--- config.mk ---
export PLATFORM = sky130hd
export DESIGN_NAME = dmem_responder
export DESIGN_NICKNAME = d
export VERILOG_FILES = /design/src/rtl/dmem_pkg.sv /design/src/rtl/dmem_byte_array.sv /design/src/rtl/dmem_responder.sv
export SDC_FILE = /design/constraint.sdc
export NUM_CORES = 2
export LEC_CHECK = 0
export ABC_AREA = 1
export CELL_PAD_IN_SITES_DETAIL_PLACEMENT = 1
export CELL_PAD_IN_SITES_GLOBAL_PLACEMENT = 1
export CORE_MARGIN = 1
export CORE_UTILIZATION = 41
export CTS_CLUSTER_DIAMETER = 120
export DETAILED_ROUTE_END_ITERATION = 10
export PLACE_DENSITY_LB_ADDON = 0.1
export SYNTH_ARGS = -nofsm -noshare
export SYNTH_HDL_FRONTEND = slang
export SYNTH_SLANG_ARGS = --single-unit
--- constraint.sdc ---
create_clock -name clk -period 6 [get_ports clk]
set_input_delay 0.6 -clock clk [delete_from_list [all_inputs] [get_ports clk]]
set_output_delay 0.6 -clock clk [all_outputs]
set_load 0.01 [all_outputs]
--- src/rtl/dmem_pkg.sv ---
// Shared definitions for the data-memory responder: FSM encoding and byte lanes.
// Latency: none (definitions only).
// Backpressure: not applicable.
package dmem_pkg;

  typedef enum logic [1:0] {
    ST_IDLE = 2'd0,
    ST_WAIT = 2'd1,
    ST_RESP = 2'd2
  } state_t;

  localparam int WORD_BYTES = 4;

  localparam logic [1:0] LANE0 = 2'd0;
  localparam logic [1:0] LANE1 = 2'd1;
  localparam logic [1:0] LANE2 = 2'd2;
  localparam logic [1:0] LANE3 = 2'd3;

endpackage

--- src/rtl/dmem_byte_array.sv ---
// Little-endian byte storage: word-wide synchronous write, combinational word read, byte taps 0..3.
// Latency: write visible on read port from the cycle after wr_en.
// Backpressure: none; accepts a write every cycle.
module dmem_byte_array
  import dmem_pkg::*;
#(
  parameter int ADDR_WIDTH = 8
) (
  input  logic                  clk,
  input  logic                  wr_en,
  input  logic [ADDR_WIDTH-3:0] word_idx,
  input  logic [31:0]           wr_data,
  output logic [31:0]           rd_data,
  output logic [7:0]            mem0,
  output logic [7:0]            mem1,
  output logic [7:0]            mem2,
  output logic [7:0]            mem3
);

  // Contents are deliberately not reset: a core reset must not disturb memory.
  logic [7:0] bytes_q [2**ADDR_WIDTH];

  always_ff @(posedge clk) begin
    if (wr_en) begin
      for (int i = 0; i < WORD_BYTES; i++) begin
        bytes_q[{word_idx, 2'(i)}] <= wr_data[8*i +: 8];
      end
    end
  end

  assign rd_data = {bytes_q[{word_idx, LANE3}], bytes_q[{word_idx, LANE2}],
                    bytes_q[{word_idx, LANE1}], bytes_q[{word_idx, LANE0}]};

  assign mem0 = bytes_q[0];
  assign mem1 = bytes_q[1];
  assign mem2 = bytes_q[2];
  assign mem3 = bytes_q[3];

endmodule

--- src/rtl/dmem_responder.sv ---
// Memory-stage load/store responder; optional MEM_ALIGN_CHECK_EN rejects misaligned requests.
// Latency: resp_valid WAIT_STATES+1 cycles after acceptance; one request per WAIT_STATES+2 cycles.
// Backpressure: req_ready low outside IDLE; stall_m held to the hazard unit until the response.
module dmem_responder
  import dmem_pkg::*;
#(
  parameter int ADDR_WIDTH  = 8,
  parameter int WAIT_STATES = 2
) (
  input  logic        clk,
  input  logic        reset,
  input  logic        req_valid,
  input  logic        req_write,
  input  logic [31:0] req_addr,
  input  logic [31:0] req_wdata,
  output logic        req_ready,
  output logic        resp_valid,
  output logic [31:0] resp_rdata,
  output logic        resp_err,
  output logic        stall_m,
  output logic [7:0]  mem0,
  output logic [7:0]  mem1,
  output logic [7:0]  mem2,
  output logic [7:0]  mem3
);

  localparam logic [3:0] CNT_INIT = (WAIT_STATES == 0) ? 4'd0 : 4'(WAIT_STATES - 1);

  state_t                state_q, state_d;
  logic [3:0]            cnt_q, cnt_d;
  logic                  write_q, err_q;
  logic [31:0]           wdata_q, rdata_q;
  logic [ADDR_WIDTH-3:0] idx_q;

  logic                  in_idle, accept, commit, in_err;
  logic                  cur_write, cur_err;
  logic [31:0]           cur_wdata, rd_data;
  logic [ADDR_WIDTH-3:0] cur_idx;
  logic                  unused_addr_bits;

`ifdef MEM_ALIGN_CHECK_EN
  assign in_err = |req_addr[1:0];
`else
  assign in_err = 1'b0;
`endif

  // Bits above the decoded range wrap; low bits only matter to the alignment check.
  assign unused_addr_bits = ^{req_addr[31:ADDR_WIDTH], req_addr[1:0]};

  assign in_idle = (state_q == ST_IDLE);
  assign accept  = in_idle & req_valid;

  always_comb begin
    state_d = state_q;
    cnt_d   = cnt_q;
    case (state_q)
      ST_IDLE: begin
        if (req_valid) begin
          if (WAIT_STATES == 0) begin
            state_d = ST_RESP;
          end else begin
            state_d = ST_WAIT;
            cnt_d   = CNT_INIT;
          end
        end
      end
      ST_WAIT: begin
        if (cnt_q == 4'd0) state_d = ST_RESP;
        else               cnt_d   = cnt_q - 4'd1;
      end
      ST_RESP: state_d = ST_IDLE;
      default: state_d = ST_IDLE;
    endcase
  end

  // With zero wait states the commit edge is also the acceptance edge, so use the live request.
  assign cur_idx   = in_idle ? req_addr[ADDR_WIDTH-1:2] : idx_q;
  assign cur_write = in_idle ? req_write : write_q;
  assign cur_wdata = in_idle ? req_wdata : wdata_q;
  assign cur_err   = in_idle ? in_err    : err_q;
  assign commit    = (state_d == ST_RESP);

  always_ff @(posedge clk or negedge reset) begin
    if (!reset) begin
      state_q <= ST_IDLE;
      cnt_q   <= 4'd0;
      write_q <= 1'b0;
      err_q   <= 1'b0;
      wdata_q <= 32'd0;
      idx_q   <= '0;
      rdata_q <= 32'd0;
    end else begin
      state_q <= state_d;
      cnt_q   <= cnt_d;
      if (accept) begin
        write_q <= req_write;
        err_q   <= in_err;
        wdata_q <= req_wdata;
        idx_q   <= req_addr[ADDR_WIDTH-1:2];
      end
      if (commit) rdata_q <= (cur_write | cur_err) ? 32'd0 : rd_data;
    end
  end

  dmem_byte_array #(
    .ADDR_WIDTH(ADDR_WIDTH)
  ) u_array (
    .clk      (clk),
    .wr_en    (commit & cur_write & ~cur_err & reset),
    .word_idx (cur_idx),
    .wr_data  (cur_wdata),
    .rd_data  (rd_data),
    .mem0     (mem0),
    .mem1     (mem1),
    .mem2     (mem2),
    .mem3     (mem3)
  );

  assign req_ready  = in_idle;
  assign resp_valid = (state_q == ST_RESP);
  assign resp_err   = resp_valid & err_q;
  assign resp_rdata = rdata_q;
  assign stall_m    = req_valid & ~resp_valid;

endmodule

==> impl_results.md <==
* Status: finished clean
* Drt pass-1 iters at 6
* # DRC at 0
* Worst skew pair latency at about 0.88 ns
* Cell-internal power at about 32000 uW
* GRT Overall Usage at 26.28%
* Hold Fails Final Rpt at 0
* Routed vias at slightly below 60k
* Yosys top cell by area: edfxtp_1
* Gr ovfl total at 0
* Flops & latches, synth at approximately 2.1k
* Port bufs at between 100 and 150
* Synth async-reset ratio at 3.624%
* Synth top cells by count: 3439 x nand2_1, 2048 x edfxtp_1, 783 x inv_1, 569 x nand3_1, 308 x nor2_1
* Critical path peak fanout at a little over 80
* Resize count post-CTS at 0
* RSZ-0062 raised after global routing: no
* Min-Delay Path Class: in2reg
* Worst-path cell with the longest stage delay: nand2_8
* Most numerous cell in the Yosys netlist: nand2_1
* Pwr/cell area at between 500 and 600 nW/um^2
* Chip height at roughly 470 um
* Ports at ~140
* Crit path kind: reg2reg
* Post-synth top area share at 69.71%
* Max Cap Viol at 0
* Worst path cell trace: inv_1 > nand2_4 > nand2_1 > nand2_8 > nand3_1 > buf_4 > nor2_4 > buf_4
* Final antenna-violating net count at 0
* Crit path launch type: flip-flop
* Initial core utilization at a little over 40%
* Routed len/inst at about 25 um
* Largest net degree at the start of global routing at around 150
* Library cells used by synthesis at 32
* Syn_area_per_cell at between 10 and 15 um^2
* Vias/cell at between 5 and 6
* Sink Count at between 2k and 2.5k
* Hold path depth at 3
* Clock share of power at between 20% and 30%
* CP required at 6.55 ns
* Post-layout min period at about 4.3 ns
* Row Count at about 170
* Die Width at between 400 and 500 um
* Logic pwr share at roughly two fifths
* Drt total wl at ~290000 um
* Worst reg2reg startpoint: state_q[0]
* Core ar. at 212900 um^2
* Mapped Nets at 8257
* Crit share post-route at between 70% and 80%
* Nets at between 8k and 9k
* Largest cells by area after synthesis: edfxtp_1 70%, nand2_1 15%, inv_1 3.3%
* H-tree depth at 4
* Yosys Warn Count at 0
* Post-DP HPWL at 157000 um
* CTS tree: yes
* Overall power at around 56000 uW
* Layout cells sized above 1 at approximately 7.2%
* Detailed router's first-iteration violation count at about 4.7k
* Synth Cell Area at about 88000 um^2
* Clock Skew at 0.02332 ns
* Main flop type after synthesis: edfxtp_1
* Final number of max-transition violations at 0
* Clk root buf: clkbuf_16
* Hold EP: idx_q[3]
* Max Buffers Root-to-Sink at 3
* Net Switching at 24070 uW
* Die area at 217000 um^2
* Post-synth EDFFs at around 2.0k
* Initial antenna violation count at 10
* Final setup fails at 0
* Worst setup EP type: flip-flop
* Sw Ratio at 43.06%
* Gate count after technology mapping at about 8.2k
* Hold path start: req_addr[5]
* Area grow syn2layout at 14.01%
* Global-route wire length before repair at 414500 um
* Seq/Total Area, Yosys at between 70 and 80%
* Slowest stage delay, CP at around 0.64 ns
* Fill count at approximately 23k
* Vias in the first global route at between 60k and 70k
* Max-slew headroom at 26.13%
* Maximum VDD drop at 0.6329 mV
* R2r endpoint: u_array.bytes_q[44][26]
* Fmax at between 0.2 and 0.25 GHz
* Setup repair bufs after CTS at 0
* Cts bufs inserted at 224
* Post-Route Setup TNS at 0 ns
* Leakage at 0.03966 uW
* Routability-driven placement congestion ratio at between 0.7 and 0.8
* Slew @ Worst Pin at ~1.1 ns
* Seq pwr share at about a third
* Worst EP arrival at 4.84 ns
* Reg clk slew, reported paths at 0.06 ns
* Most frequent CP cell: buf_4
* R2R setup slack at between 1.5 and 2 ns
* Cts hold-fix bufs at 1
* R2R depth at 8
-- how the worst max path moves through the flow --
stage,start,to,cells past startpoint
floorplan,state_q[0],u_array.bytes_q[0][0],5
global placement,req_addr[4],u_array.bytes_q[46][14],10
detailed placement,state_q[0],u_array.bytes_q[44][14],8
CTS,state_q[0],u_array.bytes_q[44][15],8
global route,state_q[0],u_array.bytes_q[44][16],8
finish,state_q[0],u_array.bytes_q[44][26],8
-- sequential cells by signal, indices dropped and copies added (netlist names) --
signal,count
cnt_q,4
idx_q,6
resp_rdata,32
state_q,2
u_array.bytes_q,2048
wdata_q,32
write_q,1
-- power by group through the flow --
stage          combinational, uW  sequential [uW]  clock, uW
2_1_floorplan              13100            20300          0
3_3_place_gp               22600            20000          0
3_5_place_dp               23000            20000          0
4_1_cts                    23100            19700      13500
5_1_grt                    25000            19700      14100
6_report                   22900            19700      13300
-- cell usage in the layout (no fill, tap or decap), drive strengths merged --
master and count:
nand4 114, diode 2, o31ai 1, nor2 313, a31oi 2, xor2 1, clkbuf 279, inv 792
and2 17, or2 1, buf 195, dlygate4sd3 1, conb 1, nand3 569, nor3 6, bufinv 10
clkdlybuf4s50 107, dfrtp 77, nand2 3445, clkinv 110, ha 2, a21oi 44, clkinvlp 6, o21ai 349
edfxtp 2048
-- area by class of cell --
type / instances / area [um^2] / area share [%]
clock buffer: 279 / 5967 / 5.932
timing repair buffer: 303 / 2908 / 2.891
inverter: 785 / 2947 / 2.929
clock inverter: 133 / 930.9 / 0.9255
multi-input combinational: 4865 / 20870 / 20.75
sequential: 2125 / 63430 / 63.06
tap: 2821 / 3530 / 3.509
antenna: 2 / 5.005 / 0.004976
-- per-stage QoR --
step                      area (um^2)  setup WS (ns)  std cells  util, %  hold slack (ns)
final                          100600          1.710      11310    47.24           0.3561
after global routing           100600          1.552      11310    47.24           0.3697
after CTS                      100600          1.643      11310    47.24           0.2967
after detailed placement        93670          1.651      10900    43.99           0.4740
after global placement          93670          1.730      10900    43.99           0.4639
after floorplan                 88230          1.744       8187        -           0.3044
-- per-layer routing --
| metal | GRT usage (%) | routed length (um) |
|---|---|---|
| met2 | 44.54 | 139800 |
| met1 | 35.88 | 126700 |
| met5 | 0 | 14 |
| met3 | 2.938 | 12550 |
| met4 | 7.046 | 7023 |
-- kinds of logic after synthesis --
group           share of synthesized area, %
compound gates                         2.265
xor+xnor                            0.009929
fa+ha+maj                            0.02836
buf+inv                                5.549
flops                                  71.89
other cells                         0.004250
simple gates                           20.25
-- worst max-delay path, delay by kind of cell, from the launching register on --
family | cells | cell delay, ns
buf+inv | 3 | 0.90
flops | 1 | 0.43
simple gates | 5 | 2.55
Note: power is estimated with default switching activity, not from simulation.
